### config.mk
export PLATFORM = sky130hd
export DESIGN_NAME = snitch_acc_share_arbiter
export DESIGN_NICKNAME = d
export VERILOG_FILES = /design/src/rtl/snitch_acc_share_arbiter.sv
export SDC_FILE = /design/constraint.sdc
export NUM_CORES = 1
export LEC_CHECK = 0
export BUFFER_PORTS_ARGS = -buffer_cell sky130_fd_sc_hd__buf_4
export CAP_MARGIN = 20
export CORE_AREA = 2 2 408 410
export DETAILED_ROUTE_END_ITERATION = 12
export DIE_AREA = 0 0 410 412
export SETUP_SLACK_MARGIN = 0.3
export SYNTH_ARGS = -nofsm -noshare
export SYNTH_HDL_FRONTEND = slang
export SYNTH_SLANG_ARGS = --single-unit
### constraint.sdc
create_clock -name clk_i -period 2.4 [get_ports clk_i]
set_input_delay 0.12 -clock clk_i [delete_from_list [all_inputs] [get_ports clk_i]]
set_output_delay 0.12 -clock clk_i [all_outputs]
set_load 0.02 [all_outputs]
### src/rtl/snitch_acc_share_arbiter.sv
// rtl/snitch_acc_share_arbiter.sv - round-robin sharing of one offload unit among several cores
//
// Purpose: arbitrates per-core offload requests onto a single shared unit through a
// one-entry output register, tracks in-flight offloads per core with credit counters,
// and routes responses back by the source index the unit echoes.
//
// Ports:
//   clk_i, rst_i                    clock, synchronous active-high reset
//   core_qvalid_i/qready_o/qdata_i  per-core request channel (qready_o is the grant)
//   acc_qvalid_o/qready_i/qdata_o   registered request towards the shared unit
//   acc_qsrc_o                      originating core of the registered request
//   acc_pvalid_i/pready_o/pdata_i   response from the shared unit
//   acc_psrc_i                      core index echoed with the response
//   core_pvalid_o/pready_i/pdata_o  per-core response channel (data broadcast)
//   err_o                           sticky protocol-violation flag
module snitch_acc_share_arbiter #(
    parameter int unsigned NrCores        = 4,
    parameter int unsigned MaxOutstanding = 2,
    parameter int unsigned ReqW           = 165,
    parameter int unsigned RspW           = 38,
    localparam int unsigned IdxW          = $clog2(NrCores)
) (
    input  logic                             clk_i,
    input  logic                             rst_i,
    input  logic [NrCores-1:0]               core_qvalid_i,
    output logic [NrCores-1:0]               core_qready_o,
    input  logic [NrCores-1:0][ReqW-1:0]     core_qdata_i,
    output logic                             acc_qvalid_o,
    input  logic                             acc_qready_i,
    output logic [ReqW-1:0]                  acc_qdata_o,
    output logic [IdxW-1:0]                  acc_qsrc_o,
    input  logic                             acc_pvalid_i,
    output logic                             acc_pready_o,
    input  logic [RspW-1:0]                  acc_pdata_i,
    input  logic [IdxW-1:0]                  acc_psrc_i,
    output logic [NrCores-1:0]               core_pvalid_o,
    input  logic [NrCores-1:0]               core_pready_i,
    output logic [NrCores-1:0][RspW-1:0]     core_pdata_o,
    output logic                             err_o
);

    localparam int unsigned     CntW   = $clog2(MaxOutstanding + 1);
    localparam logic [CntW-1:0] CntMax = CntW'(MaxOutstanding);

    // State
    logic [NrCores-1:0][CntW-1:0] credit;
    logic [IdxW-1:0]              last_grant;
    logic                         q_valid;
    logic [ReqW-1:0]              q_data;
    logic [IdxW-1:0]              q_src;
    logic                         err;

    // Request-side combinational signals
    logic [NrCores-1:0] eligible;
    logic [NrCores-1:0] grant;
    logic               out_free;
    logic               hi_found;
    logic               lo_found;
    logic [IdxW-1:0]    hi_idx;
    logic [IdxW-1:0]    lo_idx;
    logic               win_found;
    logic [IdxW-1:0]    win_idx;
    logic [ReqW-1:0]    win_data;

    // Response-side combinational signals
    logic               src_ok;
    logic               pready_sel;
    logic [NrCores-1:0] rsp_hs;
    logic [NrCores-1:0] rsp_unsolicited;

    assign acc_qvalid_o = q_valid;
    assign acc_qdata_o  = q_data;
    assign acc_qsrc_o   = q_src;
    assign err_o        = err;

    // The output register can take a new entry when empty or when its entry leaves now.
    assign out_free = !q_valid || acc_qready_i;

    always_comb begin
        eligible = '0;
        for (int k = 0; k < NrCores; k++) begin
            eligible[k] = core_qvalid_i[k] && (credit[k] < CntMax);
        end
    end

    // Round robin as two priority scans: the first eligible core above last_grant wins;
    // if there is none, the search wraps to the lowest eligible index.
    always_comb begin
        hi_found = 1'b0;
        lo_found = 1'b0;
        hi_idx   = '0;
        lo_idx   = '0;
        for (int k = 0; k < NrCores; k++) begin
            if (eligible[k] && !hi_found && (IdxW'(k) > last_grant)) begin
                hi_found = 1'b1;
                hi_idx   = IdxW'(k);
            end
            if (eligible[k] && !lo_found) begin
                lo_found = 1'b1;
                lo_idx   = IdxW'(k);
            end
        end
    end

    assign win_found = hi_found || lo_found;
    assign win_idx   = hi_found ? hi_idx : lo_idx;

    always_comb begin
        grant    = '0;
        win_data = '0;
        for (int k = 0; k < NrCores; k++) begin
            if (win_idx == IdxW'(k)) begin
                grant[k] = !rst_i && out_free && win_found;
                win_data = core_qdata_i[k];
            end
        end
    end

    assign core_qready_o = grant;

    // Response routing; an index with no matching core is swallowed (pready forced high).
    always_comb begin
        src_ok        = 1'b0;
        pready_sel    = 1'b0;
        core_pvalid_o = '0;
        core_pdata_o  = '0;
        for (int k = 0; k < NrCores; k++) begin
            core_pvalid_o[k] = acc_pvalid_i && (acc_psrc_i == IdxW'(k));
            core_pdata_o[k]  = acc_pdata_i;
            if (acc_psrc_i == IdxW'(k)) begin
                src_ok     = 1'b1;
                pready_sel = core_pready_i[k];
            end
        end
        acc_pready_o = src_ok ? pready_sel : 1'b1;
    end

    always_comb begin
        rsp_hs          = '0;
        rsp_unsolicited = '0;
        for (int k = 0; k < NrCores; k++) begin
            rsp_hs[k]          = core_pvalid_o[k] && core_pready_i[k];
            rsp_unsolicited[k] = rsp_hs[k] && (credit[k] == '0);
        end
    end

    always_ff @(posedge clk_i) begin
        if (rst_i) begin
            q_valid    <= 1'b0;
            q_data     <= '0;
            q_src      <= '0;
            last_grant <= IdxW'(NrCores - 1);
            credit     <= '0;
            err        <= 1'b0;
        end else begin
            if (|grant) begin
                q_valid    <= 1'b1;
                q_data     <= win_data;
                q_src      <= win_idx;
                last_grant <= win_idx;
            end else if (acc_qready_i) begin
                q_valid <= 1'b0;
            end

            for (int k = 0; k < NrCores; k++) begin
                case ({grant[k], rsp_hs[k]})
                    2'b10: credit[k] <= credit[k] + 1'b1;
                    2'b01: begin
                        if (credit[k] != '0) begin
                            credit[k] <= credit[k] - 1'b1;
                        end
                    end
                    // A response arriving with the grant belongs to an older offload,
                    // so it cancels the increment unless nothing was outstanding.
                    2'b11: begin
                        if (credit[k] == '0) begin
                            credit[k] <= credit[k] + 1'b1;
                        end
                    end
                    default: ;
                endcase
            end

            if ((acc_pvalid_i && !src_ok) || (|rsp_unsolicited)) begin
                err <= 1'b1;
            end
        end
    end

endmodule

* Yosys cells after proc, flatten, opt, wreduce, memory -nomap -nowiden
Index checks and enable logic that the tools add are counted.
Cells by class: divide/modulo/power cells 0, shift operators 0, equality and inequality tests 26, multiplexer cells 46, add/sub/neg operators 8, $mul 0, reduce and logical (&&, ||, !) cells 62, bitwise operators 0, magnitude comparators 8
Operators by type and width (number):
- $mux W165 | 4
- $logic_and A1 B1 Y1 | 29
- $mux W2 | 13
- $mux W1 | 25
- $eq A2 B2 Y1 const B | 12
- $pmux W2 S3 | 4
- $ne A2 B2 Y1 const B | 8
- $eq A2 B1 Y1 const B | 6
- $logic_not A2 Y1 | 6
- $reduce_and A3 Y1 | 4
- $reduce_bool A3 Y1 | 4
- $reduce_bool A2 Y1 | 5
- $logic_not A1 Y1 | 9
- $add A2 B1 Y2 const B | 4
- $lt A2 B2 Y1 const B | 4
- $reduce_or A4 Y1 | 2
- $sub A2 B1 Y2 const B | 4
- $gt A1 B2 Y1 const A | 2
- $gt A2 B2 Y1 const A | 2
- $logic_or A1 B1 Y1 | 3
Storage, ports and cells: RAM bits 0, memories 0, register bits 179, output and inout port bits 330, bits in read-only memories 0, bits of input ports 712, bits in latches 0

* Logic depth before layout (Yosys ltp)
word-level depth 22, mapped depth 10

* Least setup slack after synthesis
Ideal clock, no wire load.
kind reg2reg, start point register credit[5] (netlist name), end point register credit[0] (netlist name), data arrival time 1.874 ns, cell stages (with the launch flop) 8, data required time 2.268 ns, period minus slack after synthesis 2.006 ns, buffers on the path 1, setup slack 0.394 ns, path through dfxtp_1 and2b_4 nor4_2 or3_1 buf_4 nor3_2 nand3b_1 a31oi_1
On the way: longest elaborated chain between the ends 15, elaborated cells between the ends (all ways) 31, classes of those cells order compare: 1; eq/ne: 5; mux: 11; reduce/logical: 14
Ends and longest elaborated chain:
- start, declared | line 46 | logic [NrCores-1:0][CntW-1:0] credit;
- start signal, assigned by index | line 167 | 2'b10: credit[k] <= credit[k] + 1'b1;
- start signal, assigned by index | line 170 | credit[k] <= credit[k] - 1'b1;
- start signal, assigned by index | line 177 | credit[k] <= credit[k] + 1'b1;
- $lt A2 B2 Y1 * | line 82 | eligible[k] = core_qvalid_i[k] && (credit[k] < CntMax);
- $logic_and A1 B1 Y1 * | line 82
- $logic_and A1 B1 Y1 (2 in series) | line 94 | if (eligible[k] && !hi_found && (IdxW'(k) > last_grant)) begin
- $mux W1 | line 94
- $logic_not A1 Y1 | line 94
- $logic_and A1 B1 Y1 (2 in series) | line 94
- $mux W2 or $mux W1 (tied branches) | line 94
- $mux W2 or $logic_or A1 B1 Y1 (tied branches) | line 106, 105
- $logic_not A2 Y1 or $logic_and A1 B1 Y1 (tied branches) | line 112, 113
- $mux W1 * | line 112 | if (win_idx == IdxW'(k)) begin
- net core_qready_o[0] | line 26 | output logic [NrCores-1:0] core_qready_o,
- $eq A2 B1 Y1 or $eq A2 B2 Y1 (tied branches) | line 166 | case ({grant[k], rsp_hs[k]})
- $ne A2 B2 Y1 (no source line) or $reduce_bool A3 Y1 (tied branches)
- $reduce_and A3 Y1 (no source line)
The timed path passes the listed nets; every way through them passes the cells marked *. A chain may end at the register's enable or synchronous reset.

* Worst setup path in the final report
start point register last_grant[1], end point register q_data[12], in the netlist acc_qdata_o[12]
On the way: longest elaborated chain between the ends 21, elaborated cells between the ends (all ways) 37, classes of those cells order compare: 4; eq/ne: 3; mux: 16; reduce/logical: 14
Ends and longest elaborated chain:
- start, declared | line 47 | logic [IdxW-1:0] last_grant;
- start signal, assigned | line 152 | last_grant <= IdxW'(NrCores - 1);
- start signal, assigned | line 160 | last_grant <= win_idx;
- $gt A1 B2 Y1 | line 94
- $logic_and A1 B1 Y1 | line 94
- $mux W1 | line 94
- $logic_not A1 Y1 | line 94
- $logic_and A1 B1 Y1 (2 in series) | line 94
- $mux W1 | line 94
- $logic_not A1 Y1 | line 94
- $logic_and A1 B1 Y1 (2 in series) | line 94
- $mux W1 | line 94
- $logic_not A1 Y1 | line 94
- $logic_and A1 B1 Y1 (2 in series) | line 94
- $mux W2 or $mux W1 (tied branches) | line 94
- $mux W2 | line 106 | assign win_idx = hi_found ? hi_idx : lo_idx;
- $logic_not A2 Y1 | line 112
- $mux W165 (4 in series) | line 112
- end signal, assigned | line 158 | q_data <= win_data;
- end, declared | line 49 | logic [ReqW-1:0] q_data;
Several ways; a longest one is shown, not always the timed one.

==> impl_metrics.ini <==
[run_status]
outcome = finished with violations
violations = setup timing

[power_and_ir_drop]
switchingPower_w = 0.00760
p_clk_frac = 0.185
internal-power_w = 0.00992
power.density_mw_per_mm2 = 552
comb_power_share = 0.595
pwr-share-seq = 0.220
worst_ir_drop_vdd_mv = 0.671
swShare = 0.434
power.leakage_nw = 13.3

[clocking]
cts_buffer_depth = 2
cts_root_buf = clkbuf_16
htree_levels = 4
cts_buffers = 17
clock-sinks = 179
clock_latency_ns = 0.56
clkSlewWorstSetupHoldPaths_ns = 0.09
cts_tree = built

[synth]
postSynth.asyncResetShare = 0
ys.flop_type = dfxtp_1
ys_seq_elements = 179
yosysTopAreaCell = dfxtp_1
synthAdderAreaFrac = 0
yosys.area_share.simple = 0.149
syn_avg_cell_area_um2 = 7.28
synth_nets = 2383
seq_area_frac_synth = 0.294
synth_compound_gate_area_share = 0.392
synth_top_area_frac = 0.294
yosys_warnings = 0
synth_top_family_by_area = compound AO/OA/AOI/OAI gates
muxShareOfSynthArea = 0.00267
synth-edff-count = 0
synth.area.top_cells = dfxtp_1 (29%), a21oi_1 (15%), buf_4 (11%)
syn_inst = 1671
synthXorXnorAreaFrac = 0
synth_area_mm2 = 0.0122
synth.distinct_cells = 56
yosysMostFrequentCell = a21oi_1
synthTopCellsByCount = a21oi_1 (359), nand2_1 (224), dfxtp_1 (179), buf_4 (176), o21ai_0 (135)

[worst_setup_path]
start_kind = flip-flop
r2r_start = last_grant[1]$_SDFFE_PP1P_
regToRegEndpoint = acc_qdata_o[12]$_SDFFE_PP0P_
worstSetupPathType = reg -> reg
worstPathMaxFanout = 32
r2r_slack_ns = -0.07
r2r_cells = 8
required_ns = 2.81
end_kind = flip-flop
critical_path_arrival_ns = 2.88

[timing]
drv_slew = 0
finalClockSkew_ns = 0.0282
hold_viol = 0
setup_slack_ns = -0.0693
min_period_over_period = 1.03
rsz0062_at_grt = true
tightest_slew_ns = 0.696
max_freq_mhz = 405
fin_tns_setup_ns = -0.134
setup_viol = 4
slew-limit-headroom = 0.534
period_needed_ns = 2.47

[global_routing]
grt_pass1_wl_um = 187000
grt_pass1_vias = 20800
grt_max_degree = 74
grtUsageTotal = 0.164
antenna_found_initial = 115
grt_overflow = 0

[min_path]
whs_endpoint = acc_qdata_o[131]$_SDFFE_PP0P_
hp-start = core_qdata_i[131]
hold_path.class = in -> reg
hold_depth = 4

[finish]
fin_cells = 5335
multi_input_area_mm2 = 0.00816
drive_gt1_frac = 0.484
layout.nets = 3777
area_growth_pct = 161
seqCellArea_mm2 = 0.00360
fillers = 18000

[routing]
viasPerCell = 4.06
first_iter_violations = 2349
wl_per_cell_um = 29.6
drt_wl_total_um = 158000
vias = 21700
ant_nets = 0
drc = 0
firstDrtPassIters = 7

[floorplan]
core_mm2 = 0.164
rows = 149
die_w_um = 410
start_util = 0.0741
dieHeight_um = 412
io_pins = 1042
die_area_mm2 = 0.169

[placement]
place.port_buffers = 851
gp_congestion = 0.965
dp.cells = 4498
detailed_place_hpwl_um = 109000

[flow_run]
drv_cap = 0
-- worst max-delay path by stage --
stage / from / endpoint / slack, ns / cells past startpoint
after detailed placement: last_grant[0]$_SDFFE_PP1P_ / acc_qdata_o[116]$_SDFFE_PP0P_ / -0.26 / 8
after floorplan: credit[5]$_SDFFE_PP0P_ / credit[0]$_SDFFE_PP0P_ / 0.39 / 7
after global placement: credit[3]$_SDFFE_PP0P_ / acc_qdata_o[116]$_SDFFE_PP0P_ / -0.23 / 8
after global routing: last_grant[1]$_SDFFE_PP1P_ / acc_qdata_o[124]$_SDFFE_PP0P_ / -0.09 / 13
final: last_grant[1]$_SDFFE_PP1P_ / acc_qdata_o[12]$_SDFFE_PP0P_ / -0.07 / 8
after CTS: credit[3]$_SDFFE_PP0P_ / core_qready_o[2] / 0.05 / 7
-- per-stage QoR --
| stage | area (um^2) | setup slack [ns] | total power [W] | utilization | hold WS [ns] |
|---|---|---|---|---|---|
| floorplan | 12200 | 0.394 | 0.00700 | - | 0.196 |
| global placement | 20500 | -0.235 | 0.0101 | 0.125 | 0.240 |
| detailed placement | 20500 | -0.259 | 0.0102 | 0.125 | 0.240 |
| CTS | 29300 | 0.0523 | 0.0161 | 0.179 | 0.000630 |
| global route | 31700 | -0.0870 | 0.0180 | 0.193 | 0.00209 |
| finish | 31700 | -0.0693 | 0.0175 | 0.193 | 0.0268 |
-- layout by cell type, fill, tap and decap left out, drive strengths merged, types with 3 or more instances in the layout --
cell | Yosys | routed
buf | 238 | 1116
dlygate4sd3 | 0 | 552
a21oi | 359 | 359
nand2 | 225 | 227
dfxtp | 179 | 179
o21ai | 163 | 163
a22o | 103 | 103
diode | 0 | 69
nor2 | 45 | 45
and3 | 39 | 39
a31oi | 39 | 39
o21a | 38 | 38
o31ai | 36 | 36
clkbuf | 77 | 34
nand2b | 29 | 29
nand3 | 28 | 28
a222oi | 25 | 25
inv | 4 | 12
nor3 | 9 | 9
nor2b | 5 | 5
clkinvlp | 0 | 4
bufbuf | 0 | 3
and2 | 3 | 3
-- kinds of logic (layout without fill, tap and decap cells) --
family | after synthesis | after routing
buf+inv | 319 | 1723
compound gates | 779 | 779
mux | 2 | 2
other cells | 0 | 69
simple gates | 392 | 394
flops | 179 | 179
-- metal layers --
metal | global-route usage | vias up | part of all wire
li1 | - | 8805 | -
met1 | 0.179 | 10400 | 0.36
met2 | 0.255 | 1858 | 0.45
met3 | 0.0857 | 588 | 0.13
met4 | 0.0938 | 50 | 0.060
met5 | 0.00254 | - | 0.0021
-- critical path, stage by stage, from the launching register on --
cell and delay (ns):
dfxtp_4 0.37, nor4b_4 0.35, buf_4 0.18, buf_4 0.11, a21oi_4 0.05, buf_12 0.17
buf_6 0.23, a222oi_1 0.63, o21ai_1 0.12
-- registers in the layout, summed over array words and instances (netlist names) --
name / cells
acc_qdata_o: 165
acc_qsrc_o: 2
acc_qvalid_o: 1
credit: 8
err_o: 1
last_grant: 2
-- power by group through the flow --
stage / Combinational, W / Sequential [W] / Clock, W
after global routing: 0.0108 / 0.00387 / 0.00339
after floorplan: 0.00267 / 0.00434 / 0
after detailed placement: 0.00629 / 0.00388 / 0
after CTS: 0.00890 / 0.00382 / 0.00333
after global placement: 0.00626 / 0.00387 / 0
final: 0.0104 / 0.00385 / 0.00325
-- what timing repair did --
item / in CTS / in global routing
hold buffers: 551 / 1
pin swaps: 129 / 185
endpoints found under the setup margin: 174 / 177
hold endpoints to repair: 172 / 1
resized for setup: 287 / 354
gates cloned: 39 / 26
buffers inserted: 72 / 48
-- final cells by class --
| type | count | share of cell area |
|---|---|---|
| clock inverter | 14 | 0.00516 |
| tap | 2189 | 0.0863 |
| clock buffer | 17 | 0.0134 |
| antenna | 69 | 0.00544 |
| timing repair buffer | 1688 | 0.518 |
| inverter | 4 | 0.000710 |
| multi-input combinational | 1175 | 0.257 |
| sequential | 179 | 0.113 |
Note: power is estimated with default switching activity, not from simulation.
